File: src/rtl/func_sweep_ctrl.sv
// func_sweep_ctrl: sweeps all 8 minterms of a 3-input function, captures Y into a truth table and compares it to a golden mask
module func_sweep_ctrl #(
    parameter int SETTLE = 1
) (
    input  logic       clk,
    input  logic       rst_n,
    input  logic       start,
    input  logic       abort,
    input  logic [7:0] expected,
    input  logic       y_in,
    output logic       A,
    output logic       B,
    output logic       C,
    output logic       busy,
    output logic       done,
    output logic [7:0] mask,
    output logic       match,
    output logic [2:0] fail_idx
);
    typedef enum logic [1:0] {IDLE, APPLY, FINISH} state_t;
    state_t     state;
    logic [2:0] idx;
    logic [3:0] cnt;
    logic [7:0] next_mask;
    logic [7:0] diff;
    logic [2:0] first_diff;
    // Compare against the mask including the bit captured on this edge
    always_comb begin
        next_mask = mask;
        next_mask[idx] = y_in;
        diff = next_mask ^ expected;
        first_diff = 3'd0;
        for (int i = 7; i >= 0; i--)
            first_diff = diff[i] ? 3'(i) : first_diff;
    end
    always_ff @(posedge clk or negedge rst_n) begin
        if (!rst_n) begin
            state     <= IDLE;
            idx       <= 3'd0;
            cnt       <= 4'd0;
            mask      <= 8'd0;
            {A, B, C} <= 3'd0;
            busy      <= 1'b0;
            done      <= 1'b0;
            match     <= 1'b0;
            fail_idx  <= 3'd0;
        end else begin
            case (state)
                IDLE: begin
                    done <= 1'b0;
                    if (start) begin
                        mask      <= 8'd0;
                        match     <= 1'b0;
                        fail_idx  <= 3'd0;
                        idx       <= 3'd0;
                        cnt       <= 4'd0;
                        busy      <= 1'b1;
                        {A, B, C} <= 3'd0;
                        state     <= APPLY;
                    end
                end
                APPLY: begin
                    if (abort) begin
                        state     <= IDLE;
                        busy      <= 1'b0;
                        {A, B, C} <= 3'd0;
                        match     <= 1'b0;
                    end else if (cnt != 4'(SETTLE)) begin
                        cnt <= cnt + 4'd1;
                    end else begin
                        mask <= next_mask;
                        cnt  <= 4'd0;
                        if (idx == 3'd7) begin
                            state     <= FINISH;
                            busy      <= 1'b0;
                            done      <= 1'b1;
                            {A, B, C} <= 3'd0;
                            match     <= (diff == 8'd0);
                            fail_idx  <= first_diff;
                        end else begin
                            idx       <= idx + 3'd1;
                            {A, B, C} <= idx + 3'd1;
                        end
                    end
                end
                FINISH: begin
                    done  <= 1'b0;
                    state <= IDLE;
                end
                default: state <= IDLE;
            endcase
        end
    end
endmodule

File: config.mk
export PLATFORM = sky130hd
export DESIGN_NAME = func_sweep_ctrl
export DESIGN_NICKNAME = d
export VERILOG_FILES = /design/src/rtl/func_sweep_ctrl.sv
export SDC_FILE = /design/constraint.sdc
export NUM_CORES = 1
export LEC_CHECK = 0
export CAP_MARGIN = 10
export CORE_UTILIZATION = 40
export DETAILED_ROUTE_END_ITERATION = 10
export PLACE_DENSITY_LB_ADDON = 0.2
export SLEW_MARGIN = 20
export SYNTH_ARGS = -nofsm -noshare
export SYNTH_HDL_FRONTEND = slang
export SYNTH_SLANG_ARGS = --single-unit
File: constraint.sdc
create_clock -name clk -period 1.7 [get_ports clk]
set_input_delay 0.255 -clock clk [delete_from_list [all_inputs] [get_ports clk]]
set_output_delay 0.255 -clock clk [all_outputs]
set_load 0.03 [all_outputs]
Yosys cells after proc, flatten, opt, wreduce, memory -nomap -nowiden
Cells that the tools add are included.

word-level totals
  register bits = 26

operators by class
  add/sub/neg operators = 2
  order comparisons = 2
  eq/ne operators = 11
  mux-type cells = 59
  bitwise operators = 1
  reductions and logical operators = 14

operator list
  operator               number
  $mux W3                15
  $mux W8                3
  $mux W1                21
  $pmux W8 S2            1
  $mux W4                3
  $pmux W1 S2            6
  $pmux W3 S2            2
  $reduce_and A4 Y1      3
  $ne A2 B2 Y1 const B   5
  $reduce_and A5 Y1      2
  $reduce_and A3 Y1      3
  $bwmux W8              1
  $logic_not A8 Y1       1
  $mux W2                4
  $pmux W4 S2            1
  $xor A8 B8 Y8          1
  $ne A3 B3 Y1 const B   2
  $add A4 B1 Y4 const B  1
  $lt A3 B4 Y1 const B   1
  $ne A4 B1 Y1 const B   1
  $pmux W2 S2            1
  $reduce_bool A2 Y1     2
  $add A3 B1 Y3 const B  1
  $demux W1 S3           1
  other kinds (7)        7

Depth between registers and ports, before layout
  depth after elaboration = 18
  mapped depth = 9
  depth with buffers taken out = 8

Worst setup path before layout
No wires, ideal clock.

  path type = reg2reg
  from = register idx[1]
  to = register match
  library setup time = 0.122 ns
  arrival = 1.592 ns
  path slack = -0.014 ns
  cell stages (with the launch flop) = 8
  path through = dfrtp_1 -> buf_2 -> nor3b_4 -> mux2i_1 -> xnor2_2 -> nor2b_2 -> nor2b_4 -> a32o_1

on the way
  cells in the longest elaborated chain, start to end = 11
  elaborated cells between the ends (all ways) = 15
  classes of those cells = 2 x order compare; 2 x eq/ne; 7 x mux; 1 x bitwise; 3 x reduce/logical

ends and longest elaborated chain
  what                                                                       line  RTL
  from (decl)                                                                22    logic [2:0] idx;
  from (signal assigned)                                                     81    idx <= idx + 3'd1;
  $lt A3 B4 Y1 (implied by the code) / $ge A3 B1 Y1 (equally long branches)  30    next_mask[idx] = y_in;
  $logic_and A1 B1 Y1 (implied by the code)                                  30
  $mux W1 (implied by the code)                                              30
  $demux W1 S3                                                               30
  $bwmux W8                                                                  30
  $xor A8 B8 Y8                                                              31    diff = next_mask ^ expected;
  $logic_not A8 Y1                                                           78    match <= (diff == 8'd0);
  $mux W1                                                                    73    if (idx == 3'd7) begin
  $mux W1                                                                    68    end else if (cnt != 4'(SETTLE)) begin
  $mux W1                                                                    63    if (abort) begin
  $pmux W1 S2                                                                48    case (state)
  to (signal assigned)                                                       78
  to (decl)                                                                  17    output logic match,

Parallel ways exist; a longest one is shown, timed or not. The select of a mux whose other input is x is not followed.
A chain may end at the register's enable or synchronous reset.

Final worst setup path
  from = register idx[0]
  to = register fail_idx[0]

on the way
  cells in the longest elaborated chain, start to end = 18
  elaborated cells between the ends (all ways) = 22
  classes of those cells = 2 x order compare; 2 x eq/ne; 15 x mux; 1 x bitwise; 2 x reduce/logical

ends and longest elaborated chain
  what                                                                       line  RTL
  $lt A3 B4 Y1 (implied by the code) / $ge A3 B1 Y1 (equally long branches)  30
  $logic_and A1 B1 Y1 (implied by the code)                                  30
  $mux W1 (implied by the code)                                              30
  $demux W1 S3                                                               30
  $bwmux W8                                                                  30
  $xor A8 B8 Y8                                                              31
  $mux W3 (8 in a row)                                                       34    first_diff = diff[i] ? 3'(i) : first_diff;
  $mux W3                                                                    73
  $mux W3                                                                    68
  $mux W3                                                                    63
  $pmux W3 S2                                                                48
  to (signal assigned)                                                       79    fail_idx <= first_diff;
  to (decl)                                                                  18    output logic [2:0] fail_idx

Parallel ways exist; a longest one is shown, timed or not. The select of a mux whose other input is x is not followed.

==> impl_metrics.toml <==
[synth]
yosys.area.top_type = "dfrtp_1"
synth_top_flop_cell = "dfrtp_1"
yosysSeqAreaShare = 0.425
async_flop_share = 1.00
syn-instance-count = 158
syn_area_per_cell_um2 = 9.68
synth.distinct_cells = 42
synth.top_cells.by_count = "dfrtp_1, o21ai_0, nand2_1"
synth_top_area_share = 0.425
yosys_warnings = 0
synth_edf_count = 0
syn-num-nets = 175
yosys-top-cells-area = "dfrtp_1, o21ai_0, mux2i_1"
ys_ff_latch = 26
synth_most_common_cell = "dfrtp_1"
syn_area_mm2 = 0.00153

[critical_path]
rrSetupSlack_ns = -0.10
crit_fanout = 5
path_cells = "buf_6 -> nor3b_4 -> mux2i_2 -> xnor2_2 -> nor3b_1 -> o31ai_1 -> nand2_1"
worstSetupPathType = "flop to flop"
crit_required_ns = 1.86
crit_path_max_incr_delay_ns = 0.46
rr_startpoint = "idx[0]$_DFFE_PN0P_"
r2r_cells = 7
cp-end-kind = "flop"
start_kind = "flop"
cp_data_arrival_time_ns = 1.96
crit_path_top_delay_cell = "dfrtp_2"
crit_buf_inv = 1
cpLargestDelayFamily = "flip-flops"
reg2reg_to = "fail_idx[0]$_DFFE_PN0P_"

[power_and_ir_drop]
p_leak_nw = 1.08
power.density_mw_per_mm2 = 1050
ir_drop_mv = 0.521
power_mw = 2.38

[min_path]
hold_path_class = "input pin to async pin"

[floorplan]
design.core.area_mm2 = 0.00366
start_util = 0.418
io_pins = 30
num_rows = 22
die_area_mm2 = 0.00408
die_h_um = 63.9
die_w_um = 63.9

[global_route]
grt_start_max_net_pins = 27
grt_pass1_wl_um = 6400
grt_antenna_before_repair = 0
grtUsageTotal = 0.203
grt_overflow = 0
grt_pass1_vias = 1370

[sta]
rsz0062_at_grt = "yes"
min_period_ns = 1.80
post-route-period-util = 1.06
finalSetupViolCount = 4
fmax_ghz = 0.555
clock_skew_ns = 0.00357
slew_headroom = 0.733
drv_slew = 0
fin_setup_tns_ns = -0.333
fin_ws_ns = -0.102
tightest_slew_ns = 0.399
hold_viol = 0

[cells_and_area]
num-nets-final = 232
area_growth_syn_to_layout_pct = 47.8
antennaDiodeCount = 0
drive_above_1_share = 0.290
instances_no_fill = 262

[cts]
clkTransAtPathRegs_ns = 0.10
clockRootBuffer = "clkbuf_8"
holdBufCountCts = 0
clock_latency_ns = 0.27
htree_num_levels = 1
clock_path_buffers = 2
cts.sinks = 26
cts_buffers = 3
cts_tree = "yes"

[job]
drv_cap = 0

[place]
place.gp.congestion = 0.830
hpwl_um = 2680
port_buffers = 29
dp_cells = 255

[detailed_routing]
drc_errors = 0
wirelength_um = 3760
dr.pass1.iters = 4
wl_per_cell_um = 14.3
vias_per_cell = 5.15
ant_nets = 0
vias = 1350
drt_iter0_markers = 66

[outcome]
violations = "setup timing"
outcome = "finished with violations"
-- per-stage QoR --
stage          utilization  hold slack, ns  cell area (um2)  worst slack [ns]
6_report             0.618           0.341             2260            -0.102
5_1_grt              0.618           0.354             2260            -0.230
4_1_cts              0.592           0.344             2170            -0.114
3_5_place_dp         0.556           0.467             2030            -0.231
3_3_place_gp         0.556           0.463             2030            -0.144
2_1_floorplan            -         -0.0406             1540            0.0148
-- logic make-up after synthesis --
kind of cell               after synthesis  synth area share
DFF                                     26             0.425
muxes                                    9            0.0589
xor gates and xnor gates                10            0.0621
AOI/OAI and AO/OA                       34             0.132
and+or+nand+nor                         63             0.247
buffers and inverters                   12            0.0417
adders and majority gates                4            0.0327
-- sequential cells by signal, summed over array words and instances, names as in the netlist, 2 cells and up --
name	flops
fail_idx	3
idx	3
state	2
mask	8
cnt	4
-- where the power goes --
part / leakage [nW] / internal [mW] / switching [mW] / total [mW]
clock: 0.0357 / 0.315 / 0.208 / 0.523
sequential: 0.349 / 0.701 / 0.112 / 0.813
combinational: 0.698 / 0.541 / 0.507 / 1.05
-- per-layer routing --
metal,wire length [um],up-vias,global-route usage
li1,-,661,-
met1,1700,654,0.270
met2,1870,29,0.334
met3,120,6,0.0250
met4,63,0,0.0795
met5,0,-,0
-- final cells by class --
cell class,count,area (um2)
inverters,6,22.5
flip-flops and latches,26,654
fillers,307,1400
repair buffers,58,519
clock buffers,3,41.3
clock inverters,1,30.0
multi-input cells,120,935
well taps,48,60.1
-- worst reg2reg max path, cell delays in order, from the launching register on --
cell	delay (ns)
dfrtp_2	0.46
buf_6	0.15
nor3b_4	0.21
mux2i_2	0.29
xnor2_2	0.16
nor3b_1	0.08
o31ai_1	0.26
nand2_1	0.08
-- layout by cell type (no fill, tap or decap), drive strengths merged, types with 3 or more instances in the layout --
cell type and instances:
nand2 17, inv 6, buf 29, nand2b 4, a21o 3, xnor2 5
mux2i 9, dfrtp 26, nor2b 4, nor3 4, nand3b 3, ha 4
clkbuf 3, nand3 3, xor2 5, clkdlybuf4s50 29, o21ai 22, nor3b 5
and3 4, nor2 13
-- worst max-delay path by stage --
stage | startpoint | to | depth (start not counted) | slack (ns)
after floorplan | idx[1]$_DFFE_PN0P_ | match$_DFFE_PN0P_ | 7 | 0.01
after global placement | y_in | match$_DFFE_PN0P_ | 6 | -0.14
after detailed placement | y_in | fail_idx[0]$_DFFE_PN0P_ | 6 | -0.23
after CTS | idx[0]$_DFFE_PN0P_ | match$_DFFE_PN0P_ | 7 | -0.11
after global routing | idx[1]$_DFFE_PN0P_ | fail_idx[0]$_DFFE_PN0P_ | 6 | -0.23
final | idx[0]$_DFFE_PN0P_ | fail_idx[0]$_DFFE_PN0P_ | 7 | -0.10
-- what timing repair did --
action                     CTS  global route
setup endpoints to repair    6            18
pin swaps                    8             6
resized for setup           12            24
cloned                       0             0
setup buffers                2             1
No activity file was read; power rests on OpenSTA's default activity.
